`src/rtl/l2_server_pkg.sv`:
```
`default_nettype none
// +----------------------------------------------------------------------+
// | Module      : l2_server_pkg                                          |
// | Description : Shared state encoding, sizing helpers and client       |
// |               index constants for the L2 page server.                |
// | Revision    : 1.0                                                    |
// +----------------------------------------------------------------------+
package l2_server_pkg;

    localparam int c_WORD_W     = 16;
    localparam int c_CLIENT_TOP = 0;    // highest-priority client index

    typedef enum logic [2:0] {
        S_IDLE    = 3'd0,
        S_GRANT   = 3'd1,
        S_FETCH   = 3'd2,
        S_DELIVER = 3'd3,
        S_RELEASE = 3'd4
    } l2_state_t;

    function automatic int page_words(input int page_bytes);
        return (page_bytes < 4) ? 1 : page_bytes / 2;
    endfunction

    function automatic int idx_bits(input int n);
        return (n < 2) ? 1 : $clog2(n);
    endfunction

endpackage
`default_nettype wire

```
`src/rtl/l2_server_if.sv`:
```
`default_nettype none
// +----------------------------------------------------------------------+
// | Module      : l2_server_if                                           |
// | Description : Client request bus and backing-store bus of the L2     |
// |               page server, with server (slave) and master views.     |
// | Revision    : 1.0                                                    |
// +----------------------------------------------------------------------+
interface l2_server_if
    import l2_server_pkg::*;
#(
    parameter int WIDTH   = 32,
    parameter int NCLIENT = 2
);
    logic [NCLIENT-1:0]          l2_start;
    logic [NCLIENT-1:0]          l2_write;
    logic [NCLIENT*WIDTH-1:0]    l2_page;
    logic [NCLIENT*c_WORD_W-1:0] l2_wdata;
    logic                        l2_busy;
    logic [NCLIENT-1:0]          l2_launch;
    logic                        l2_ready;
    logic [c_WORD_W-1:0]         l2_data;

    logic                        mem_req;
    logic                        mem_we;
    logic [WIDTH-1:0]            mem_addr;
    logic [c_WORD_W-1:0]         mem_wdata;
    logic                        mem_ack;
    logic [c_WORD_W-1:0]         mem_rdata;

    modport slave (
        input  l2_start, l2_write, l2_page, l2_wdata, mem_ack, mem_rdata,
        output l2_busy, l2_launch, l2_ready, l2_data,
               mem_req, mem_we, mem_addr, mem_wdata
    );

    modport master (
        output l2_start, l2_write, l2_page, l2_wdata, mem_ack, mem_rdata,
        input  l2_busy, l2_launch, l2_ready, l2_data,
               mem_req, mem_we, mem_addr, mem_wdata
    );
endinterface
`default_nettype wire

```
`src/rtl/l2_prio_enc.sv`:
```
`default_nettype none
// +----------------------------------------------------------------------+
// | Module      : l2_prio_enc                                            |
// | Description : Fixed-priority encoder, lowest set bit wins.           |
// | Revision    : 1.0                                                    |
// +----------------------------------------------------------------------+
module l2_prio_enc
    import l2_server_pkg::*;
#(
    parameter int NCLIENT = 2,
    parameter int IDX_W   = idx_bits(NCLIENT)
) (
    input  logic [NCLIENT-1:0] i_req,
    output logic [IDX_W-1:0]   o_idx,
    output logic               o_valid
);

    // Scan from the top down so the lowest index is the last to overwrite.
    always_comb begin
        o_idx   = IDX_W'(c_CLIENT_TOP);
        o_valid = 1'b0;
        for (int i = NCLIENT - 1; i >= 0; i--) begin
            if (i_req[i]) begin
                o_idx   = IDX_W'(i);
                o_valid = 1'b1;
            end
        end
    end

endmodule
`default_nettype wire

```
`src/rtl/l2_server.sv`:
```
`default_nettype none
// +----------------------------------------------------------------------+
// | Module      : l2_server                                              |
// | Description : Serves one page at a time from backing store to the    |
// |               highest-priority requesting cache. Define L2_WRITE_EN  |
// |               to enable page write transfers.                        |
// | Revision    : 1.0                                                    |
// +----------------------------------------------------------------------+
module l2_server
    import l2_server_pkg::*;
#(
    parameter int WIDTH      = 32,
    parameter int PAGE_BYTES = 32,
    parameter int NCLIENT    = 2
) (
    input  wire logic   clk,
    input  wire logic   rst,
    l2_server_if.slave  bus
);

    localparam int              c_PAGE_WORDS = page_words(PAGE_BYTES);
    localparam int              c_KW         = idx_bits(c_PAGE_WORDS);
    localparam int              c_IW         = idx_bits(NCLIENT);
    localparam logic [c_KW-1:0] c_K_LAST     = c_KW'(c_PAGE_WORDS - 1);

    l2_state_t           r_state;
    logic [c_IW-1:0]     r_idx;
    logic [WIDTH-1:0]    r_page;
    logic [c_KW-1:0]     r_k;
    logic                r_busy;
    logic [NCLIENT-1:0]  r_launch;
    logic                r_ready;
    logic [c_WORD_W-1:0] r_data;
    logic                r_mem_req;
    logic [WIDTH-1:0]    r_mem_addr;

    logic [c_IW-1:0]     w_idx;
    logic                w_valid;
    logic [WIDTH-1:0]    w_page [NCLIENT];
    logic [WIDTH-1:0]    w_base;
    logic [c_KW-1:0]     w_k_next;
    logic [WIDTH-1:0]    w_addr_next;
    logic                w_wr_xfer;

    l2_prio_enc #(
        .NCLIENT (NCLIENT),
        .IDX_W   (c_IW)
    ) u_prio (
        .i_req   (bus.l2_start),
        .o_idx   (w_idx),
        .o_valid (w_valid)
    );

    for (genvar g = 0; g < NCLIENT; g++) begin : g_client
        assign w_page[g] = bus.l2_page[g*WIDTH +: WIDTH];
    end

    assign w_base      = r_page * WIDTH'(c_PAGE_WORDS);
    assign w_k_next    = r_k + 1'b1;
    assign w_addr_next = w_base + WIDTH'(w_k_next);

    always_ff @(posedge clk or posedge rst) begin
        if (rst) begin
            r_state    <= S_IDLE;
            r_idx      <= '0;
            r_page     <= '0;
            r_k        <= '0;
            r_busy     <= 1'b0;
            r_launch   <= '0;
            r_ready    <= 1'b0;
            r_data     <= '0;
            r_mem_req  <= 1'b0;
            r_mem_addr <= '0;
        end else begin
            case (r_state)
                S_IDLE: begin
                    if (w_valid) begin
                        r_idx   <= w_idx;
                        r_page  <= w_page[w_idx];
                        r_k     <= '0;
                        r_busy  <= 1'b1;
                        r_state <= S_GRANT;
                    end
                end
                S_GRANT: begin
                    r_launch[r_idx] <= 1'b1;
                    r_mem_req       <= 1'b1;
                    r_mem_addr      <= w_base;
                    r_state         <= S_FETCH;
                end
                S_FETCH: begin
                    if (bus.mem_ack) begin
                        if (!w_wr_xfer) begin
                            r_data <= bus.mem_rdata;
                        end
                        r_mem_req <= 1'b0;
                        r_ready   <= 1'b1;
                        r_state   <= S_DELIVER;
                    end
                end
                S_DELIVER: begin
                    // Ready drops here, so back-to-back words always have a gap.
                    r_ready <= 1'b0;
                    if (r_k == c_K_LAST) begin
                        r_state <= S_RELEASE;
                    end else begin
                        r_k        <= w_k_next;
                        r_mem_addr <= w_addr_next;
                        r_mem_req  <= 1'b1;
                        r_state    <= S_FETCH;
                    end
                end
                S_RELEASE: begin
                    if (!bus.l2_start[r_idx]) begin
                        r_launch <= '0;
                        r_busy   <= 1'b0;
                        r_state  <= S_IDLE;
                    end
                end
                default: r_state <= S_IDLE;
            endcase
        end
    end

`ifdef L2_WRITE_EN
    logic                r_write;
    logic                r_mem_we;
    logic [c_WORD_W-1:0] r_mem_wdata;
    logic [c_WORD_W-1:0] w_wdata [NCLIENT];
    logic                w_fetch_entry;
    logic                w_fetch_done;

    for (genvar g = 0; g < NCLIENT; g++) begin : g_wdata
        assign w_wdata[g] = bus.l2_wdata[g*c_WORD_W +: c_WORD_W];
    end

    assign w_fetch_entry = (r_state == S_GRANT) ||
                           ((r_state == S_DELIVER) && (r_k != c_K_LAST));
    assign w_fetch_done  = (r_state == S_FETCH) && bus.mem_ack;
    assign w_wr_xfer     = r_write;

    always_ff @(posedge clk or posedge rst) begin
        if (rst) begin
            r_write     <= 1'b0;
            r_mem_we    <= 1'b0;
            r_mem_wdata <= '0;
        end else begin
            if ((r_state == S_IDLE) && w_valid) begin
                r_write <= bus.l2_write[w_idx];
            end
            // The client's write word is captured as each fetch begins.
            if (w_fetch_entry) begin
                r_mem_we    <= r_write;
                r_mem_wdata <= w_wdata[r_idx];
            end else if (w_fetch_done) begin
                r_mem_we    <= 1'b0;
            end
        end
    end

    assign bus.mem_we    = r_mem_we;
    assign bus.mem_wdata = r_mem_wdata;
`else
    logic w_unused_wr;
    assign w_unused_wr   = ^{bus.l2_write, bus.l2_wdata};
    assign w_wr_xfer     = 1'b0;
    assign bus.mem_we    = 1'b0;
    assign bus.mem_wdata = '0;
`endif

    assign bus.l2_busy   = r_busy;
    assign bus.l2_launch = r_launch;
    assign bus.l2_ready  = r_ready;
    assign bus.l2_data   = r_data;
    assign bus.mem_req   = r_mem_req;
    assign bus.mem_addr  = r_mem_addr;

endmodule
`default_nettype wire

```
`src/flat_wrapper.sv`:
```
// flat-port wrapper written by rule: the top's interface ports become plain ports
module l2_server_flat import l2_server_pkg::*;
#(
    parameter int WIDTH      = 32,
    parameter int PAGE_BYTES = 32,
    parameter int NCLIENT    = 2
)
  (clk, rst, bus_l2_start, bus_l2_write, bus_l2_page, bus_l2_wdata, bus_mem_ack, bus_mem_rdata, bus_l2_busy, bus_l2_launch, bus_l2_ready, bus_l2_data, bus_mem_req, bus_mem_we, bus_mem_addr, bus_mem_wdata);
  l2_server_if #(.WIDTH(WIDTH), .NCLIENT(NCLIENT)) bus_i ();
  input  wire logic clk;
  input  wire logic rst;
  input wire logic [$bits(bus_i.l2_start)-1:0] bus_l2_start;
  input wire logic [$bits(bus_i.l2_write)-1:0] bus_l2_write;
  input wire logic [$bits(bus_i.l2_page)-1:0] bus_l2_page;
  input wire logic [$bits(bus_i.l2_wdata)-1:0] bus_l2_wdata;
  input wire logic [$bits(bus_i.mem_ack)-1:0] bus_mem_ack;
  input wire logic [$bits(bus_i.mem_rdata)-1:0] bus_mem_rdata;
  output wire logic [$bits(bus_i.l2_busy)-1:0] bus_l2_busy;
  output wire logic [$bits(bus_i.l2_launch)-1:0] bus_l2_launch;
  output wire logic [$bits(bus_i.l2_ready)-1:0] bus_l2_ready;
  output wire logic [$bits(bus_i.l2_data)-1:0] bus_l2_data;
  output wire logic [$bits(bus_i.mem_req)-1:0] bus_mem_req;
  output wire logic [$bits(bus_i.mem_we)-1:0] bus_mem_we;
  output wire logic [$bits(bus_i.mem_addr)-1:0] bus_mem_addr;
  output wire logic [$bits(bus_i.mem_wdata)-1:0] bus_mem_wdata;
  assign bus_i.l2_start = bus_l2_start;
  assign bus_i.l2_write = bus_l2_write;
  assign bus_i.l2_page = bus_l2_page;
  assign bus_i.l2_wdata = bus_l2_wdata;
  assign bus_i.mem_ack = bus_mem_ack;
  assign bus_i.mem_rdata = bus_mem_rdata;
  assign bus_l2_busy = bus_i.l2_busy;
  assign bus_l2_launch = bus_i.l2_launch;
  assign bus_l2_ready = bus_i.l2_ready;
  assign bus_l2_data = bus_i.l2_data;
  assign bus_mem_req = bus_i.mem_req;
  assign bus_mem_we = bus_i.mem_we;
  assign bus_mem_addr = bus_i.mem_addr;
  assign bus_mem_wdata = bus_i.mem_wdata;
  l2_server #(.WIDTH(WIDTH), .PAGE_BYTES(PAGE_BYTES), .NCLIENT(NCLIENT)) u_core (.clk(clk), .rst(rst), .bus(bus_i));
endmodule
```
`config.mk`:
```
export PLATFORM = sky130hd
export DESIGN_NAME = l2_server_flat
export DESIGN_NICKNAME = d
export VERILOG_FILES = /design/src/rtl/l2_server_pkg.sv /design/src/rtl/l2_server_if.sv /design/src/rtl/l2_prio_enc.sv /design/src/rtl/l2_server.sv /design/src/flat_wrapper.sv
export SDC_FILE = /design/constraint.sdc
export NUM_CORES = 1
export LEC_CHECK = 0
export ABC_CLOCK_PERIOD_IN_PS = 3800
export BUFFER_PORTS_ARGS = -buffer_cell sky130_fd_sc_hd__buf_4
export CAP_MARGIN = 20
export CORE_MARGIN = 4
export CORE_UTILIZATION = 45
export DETAILED_ROUTE_END_ITERATION = 7
export PLACE_DENSITY_LB_ADDON = 0.1
export SLEW_MARGIN = 5
export SYNTH_ARGS = -nofsm -noshare
export SYNTH_HDL_FRONTEND = slang
export SYNTH_HIERARCHICAL = 1
export SYNTH_SLANG_ARGS = --single-unit
```
`constraint.sdc`:
```
create_clock -name clk -period 3.8 [get_ports clk]
set_input_delay 0.76 -clock clk [delete_from_list [all_inputs] [get_ports clk]]
set_output_delay 0.76 -clock clk [all_outputs]
set_load 0.005 [all_outputs]
```
# --- Word level (Yosys, flattened, before mapping) ---
# Cells that the tools add are included.
word_totals:
  word_cells: 73
  output_inout_bits: 70
  inputBits: 119
  ff_bits: 89
op_classes:
  n_eq_ne: 9
  n_reduce_logical: 17
  bitwise_logic: 2
  muxes: 30
  magnitude_cmp: 3
  addsub: 2
op_table:
  columns: ["op", "n"]
  rows:
  - ["28-bit two-way mux", 3]
  - ["32-bit one-hot mux with 2 select lines", 1]
  - ["32-bit by 4-bit adder with 32-bit output", 1]
  - ["32-bit two-way mux", 1]
  - ["3-bit one-hot mux with 5 select lines", 1]
  - ["3-bit two-way mux", 4]
  - ["3-bit AND reduction", 4]
  - ["1-bit two-way mux", 11]
  - ["2-bit AND reduction", 5]
  - ["2-bit nonzero test", 5]
  - ["4-bit two-way mux", 2]
  - ["2-bit != test (second input constant)", 4]
  - ["4-bit one-hot mux with 2 select lines", 1]
  - ["3-bit by 2-bit equality test with 1-bit output (second input constant)", 2]
  - ["4-bit by 1-bit adder with 4-bit output (second input constant)", 1]
  - ["4-bit equality test (second input constant)", 1]
  - ["1-bit one-hot mux with 2 select lines", 2]
  - ["2-bit one-hot mux with 2 select lines", 1]
  - ["3-bit by 1-bit equality test with 1-bit output (second input constant)", 1]
  - ["3-bit equality test (second input constant)", 1]
  - ["3-bit zero test", 1]
  - ["1-bit one-hot mux with 3 select lines", 1]
  - ["3-bit nonzero test", 1]
  - ["2-bit >= comparator (second input constant)", 1]
  - ["7 further kinds", 7]

# --- Longest topological paths before layout ---
logic_depth:
  ltp_word: 6
  ltp_mapped: 6
  ltp_nobuf: 4

# --- Modules after synthesis ---
# Netlist, hierarchy kept.
modules_own_cells:
  columns: ["module", "instances", "seq_area_each_um2", "area_each_um2", "cells_each"]
  rows:
  - ["l2_server", 1, 2227.1, 3848.7, 302]
  - ["l2_prio_enc", 1, 0.0, 12.5, 2]

# --- Worst setup path before layout ---
# OpenSTA, ideal clock, no wires.
synth_timing:
  kind: "input to register"
  start: "input port bus_l2_start[1]"
  end: "register u_core.r_page[10]"
  setup_time_ns: 0.124
  n_path_buf: 2
  t_arrival_ns: 1.703
  slack_ns: 1.973
  t_required_ns: 3.676
  cell_stages: 6
  path_cell_list: "or2_1 -> or4b_4 -> buf_6 -> buf_6 -> nand2_1 -> o21ai_1"
synth_between:
  elab_chain_cells: 6
  elab_cells_between_ends: 8
  cone_classes: "6 x mux; 1 x bitwise; 1 x reduce/logical"
synth_rtl:
  columns: ["element", "line_no", "rtl"]
  rows:
  - ["start: declaration", "flat_wrapper.sv:12", "input wire logic [$bits(bus_i.l2_start)-1:0] bus_l2_start;"]
  - ["1-bit two-way mux *", "l2_prio_enc.sv:23", "if (i_req[i]) begin"]
  - ["1-bit two-way mux", "l2_prio_enc.sv:23", null]
  - ["1-bit inverter with 2-bit output (implied by the code)", "l2_server.sv:79", "r_page <= w_page[w_idx];"]
  - ["28-bit two-way mux (implied by the code) (3 in a row)", "l2_server.sv:79", null]
  - ["end signal: assignment", "l2_server.sv:79", null]
  - ["end: declaration", "l2_server.sv:28", "logic [WIDTH-1:0] r_page;"]
# Mark *: on every way between the ends. The rest lies on a longest branch, timed or not. The select of a mux whose other input is x is not followed.
# A chain may end at the register's enable or synchronous reset.

# --- Final worst setup path ---
layout_timing:
  start: "register u_core.r_k[0]"
  end: "register u_core.r_mem_addr[26] (netlist: u_core/bus.mem_addr[26])"
layout_between:
  elab_chain_cells: 4
  elab_cells_between_ends: 7
  cone_classes: "2 x add/sub; 2 x eq/ne; 2 x mux; 1 x reduce/logical"
layout_rtl:
  columns: ["element", "line_no", "rtl"]
  rows:
  - ["start: declaration", "l2_server.sv:29", "logic [c_KW-1:0] r_k;"]
  - ["start signal: assignment", "l2_server.sv:107", "r_k <= w_k_next;"]
  - ["4-bit by 1-bit adder with 4-bit output", "l2_server.sv:59", "assign w_k_next = r_k + 1'b1;"]
  - ["32-bit by 4-bit adder with 32-bit output", "l2_server.sv:60", "assign w_addr_next = w_base + WIDTH'(w_k_next);"]
  - ["32-bit two-way mux", "l2_server.sv:104", "if (r_k == c_K_LAST) begin"]
  - ["32-bit one-hot mux with 2 select lines", "l2_server.sv:75", "case (r_state)"]
  - ["end signal: assignment", "l2_server.sv:88", "r_mem_addr <= w_base;"]
  - ["end signal: assignment", "l2_server.sv:108", "r_mem_addr <= w_addr_next;"]
  - ["end: declaration", "l2_server.sv:35", "logic [WIDTH-1:0] r_mem_addr;"]
# Parallel ways exist; a longest one is shown, timed or not. The select of a mux whose other input is x is not followed.

==> flow_summary.ini <==
[placement]
port_buffers = 129
place_congestion = 0.724
dp_hpwl_um = 5920
place_ws_ns = 1.42

[sta]
setup_slack_ns = 1.64
hold_viol = 0
slew_violations = 0
timing.fmax_mhz = 462
period_minus_slack_ns = 2.16
tns_ns = 0
timing.slew.headroom = 0.284
fin_crit_sh = 0.569
clock_skew_ns = 0.0174
worst_pin_slew_ns = 1.07
finalSetupViolCount = 0
rsz0062_at_grt = false

[worst_setup_path]
ff2ff_path_depth = 5
critPathCapture = u_core/bus.mem_addr[26]$_DFFE_PP0P_
cp_data_arrival_time_ns = 2.40
cp-start-kind = flop
r2r-end = u_core/bus.mem_addr[26]$_DFFE_PP0P_
reg2reg_slack_ns = 1.64
cp-startpoint = u_core/r_k[0]$_DFFE_PP0P_
end_kind = flop
criticalPathCategory = flop to flop
cp.required_ns = 4.03
reg2reg_from = u_core/r_k[0]$_DFFE_PP0P_
crit_fanout = 18

[die]
start_util = 0.465
io_pins = 189
core_sq_um = 8300
die_area_sq_um = 10100
num_rows = 33
die_w_um = 101
die_height_um = 101

[logic_synthesis]
synth_top_area_frac = 0.577
syn_avg_cell_area_sq_um = 12.7
async_flop_share = 1.00
yosys_warnings = 6
synthFlopType = dfrtp_1
yosysTopAreaCell = dfrtp_1
seq_area_frac_synth = 0.577
synth.distinct_cells = 37
ys_ff_latch = 89
ys_top_cells_by_area = dfrtp_1, mux2_2, mux2i_1
synth_enable_flop_cells = 0
synthCells = 304
netlist_area_sq_um = 3860

[drt]
ant_nets = 0
vias = 2643
drt-total-wl_um = 8040
routed_via_density = 4.90
drc = 0
wl_per_cell_um = 14.9
first_pass_iters = 4
first_iter_violations = 55

[clock_network]
cts_sinks = 89
htree_levels = 3
cts_max_path_buffers = 2
clockRootBuffer = clkbuf_8
path_clk_slew_ns = 0.09
cts_resized = 0
cts_tree = done
ctsHoldBuffers = 0
cts_buffers = 9
post-cts-setup-buffers = 0
insertion_delay_ns = 0.35

[power_and_ir_drop]
leakage_nw = 2.46
power_density_nw_per_um2 = 690
vdd_ir_drop_max_uv = 257

[layout]
regArea_sq_um = 2230
final_cell_mix = buf_4, dfrtp_1, mux2_2
diodes = 0
area_delta_synth_final_pct = 31.7
layout-drive-gt1-share = 0.459
nets = 549
final_common_cell = buf_4
n_fill_cell = 699
multi_input_area_sq_um = 1440

[global_route]
grt_pass1_wl_um = 12900
grt_pass1_vias = 2715
grt_overflow_total = 0
grt_max_degree = 59
grt.total_usage = 0.163
grt_antenna_before_repair = 0

[run]
cap_viol_max_count = 0

[run_status]
status = completed

[min_path]
min_path_type = flop to flop
## logic make-up (layout without fill, tap and decap cells)
kind of cell / after synthesis / count (layout) / share of synthesized area
multiplexers: 74 / 74 / 0.207
AND/OR/NAND/NOR: 47 / 47 / 0.0593
other: 1 / 17 / 0.000971
XOR/XNOR: 2 / 2 / 0.00454
buffers and inverters: 39 / 153 / 0.0690
flip-flops: 89 / 89 / 0.577
AO/OA/AOI/OAI: 51 / 51 / 0.0794
adder cells (fa/ha/maj): 1 / 1 / 0.00324
## how the worst min path moves through the flow
stage / from / endpoint / slack (ns) / depth (start not counted)
floorplan: u_core/r_page[0]$_DFFE_PP0P_ / u_core/r_page[0]$_DFFE_PP0P_ / 0.45 / 2
global placement: u_core/r_page[0]$_DFFE_PP0P_ / u_core/r_page[0]$_DFFE_PP0P_ / 0.46 / 2
detailed placement: u_core/r_page[2]$_DFFE_PP0P_ / u_core/r_page[2]$_DFFE_PP0P_ / 0.47 / 2
CTS: u_core/r_page[8]$_DFFE_PP0P_ / u_core/r_page[8]$_DFFE_PP0P_ / 0.49 / 2
global route: u_core/r_page[9]$_DFFE_PP0P_ / u_core/r_page[9]$_DFFE_PP0P_ / 0.51 / 2
finish: u_core/r_page[13]$_DFFE_PP0P_ / u_core/r_page[13]$_DFFE_PP0P_ / 0.48 / 2
## registers in the layout (all words and copies together) (netlist names)
register	count
u_core/bus.l2_busy	1
u_core/bus.l2_data	16
u_core/bus.l2_launch	2
u_core/bus.l2_ready	1
u_core/bus.mem_addr	32
u_core/bus.mem_req	1
u_core/r_idx	1
u_core/r_k	4
u_core/r_page	28
u_core/r_state	3
## per-stage QoR
stage,instance area [sq um],hold slack (ns),instances,power (mW),util
2_1_floorplan,3920,0.446,320,2.19,-
3_3_place_gp,4810,0.460,522,2.70,0.579
3_5_place_dp,4830,0.471,523,2.77,0.582
4_1_cts,5090,0.490,539,3.56,0.613
5_1_grt,5090,0.509,539,3.76,0.613
6_report,5090,0.482,539,3.51,0.613
## power by group
| part | internal [mW] | switching [mW] | leakage, nW | total [mW] |
|---|---|---|---|---|
| Sequential | 1.35 | 0.240 | 1.08 | 1.59 |
| Combinational | 0.694 | 0.436 | 1.25 | 1.13 |
| Clock | 0.457 | 0.330 | 0.123 | 0.787 |
## Yosys cell counts (4+ instances only)
cell	n
buf_6	4
buf_2	4
mux2i_1	28
inv_1	5
o21ai_0	13
o21ai_1	19
buf_4	22
nand2_1	34
dfrtp_1	89
o2bb2ai_1	4
mux2_2	46
## critical path, cell delays in order, from the launching register on
cell      delay [ns]
dfrtp_1         0.42
ha_1            0.24
nand3_1         0.19
o211ai_4        0.60
buf_16          0.24
mux2_2          0.34
## cell type report
type	instances	area share
Timing Repair Buffer	132	0.199
Clock inverter	6	0.0226
Clock buffer	10	0.0271
Multi-Input combinational cell	192	0.284
Tap cell	105	0.0258
Inverter	5	0.00394
Sequential cell	89	0.438
## routing by layer
layer / GRT usage / part of all wire / vias to the layer above
met5: 0 / 0 / -
met4: 0.0373 / 0.0077 / 0
met3: 0.0588 / 0.077 / 9
met2: 0.272 / 0.51 / 88
met1: 0.202 / 0.40 / 1262
li1: - / - / 1284
Note: power is estimated with default switching activity, not from simulation.
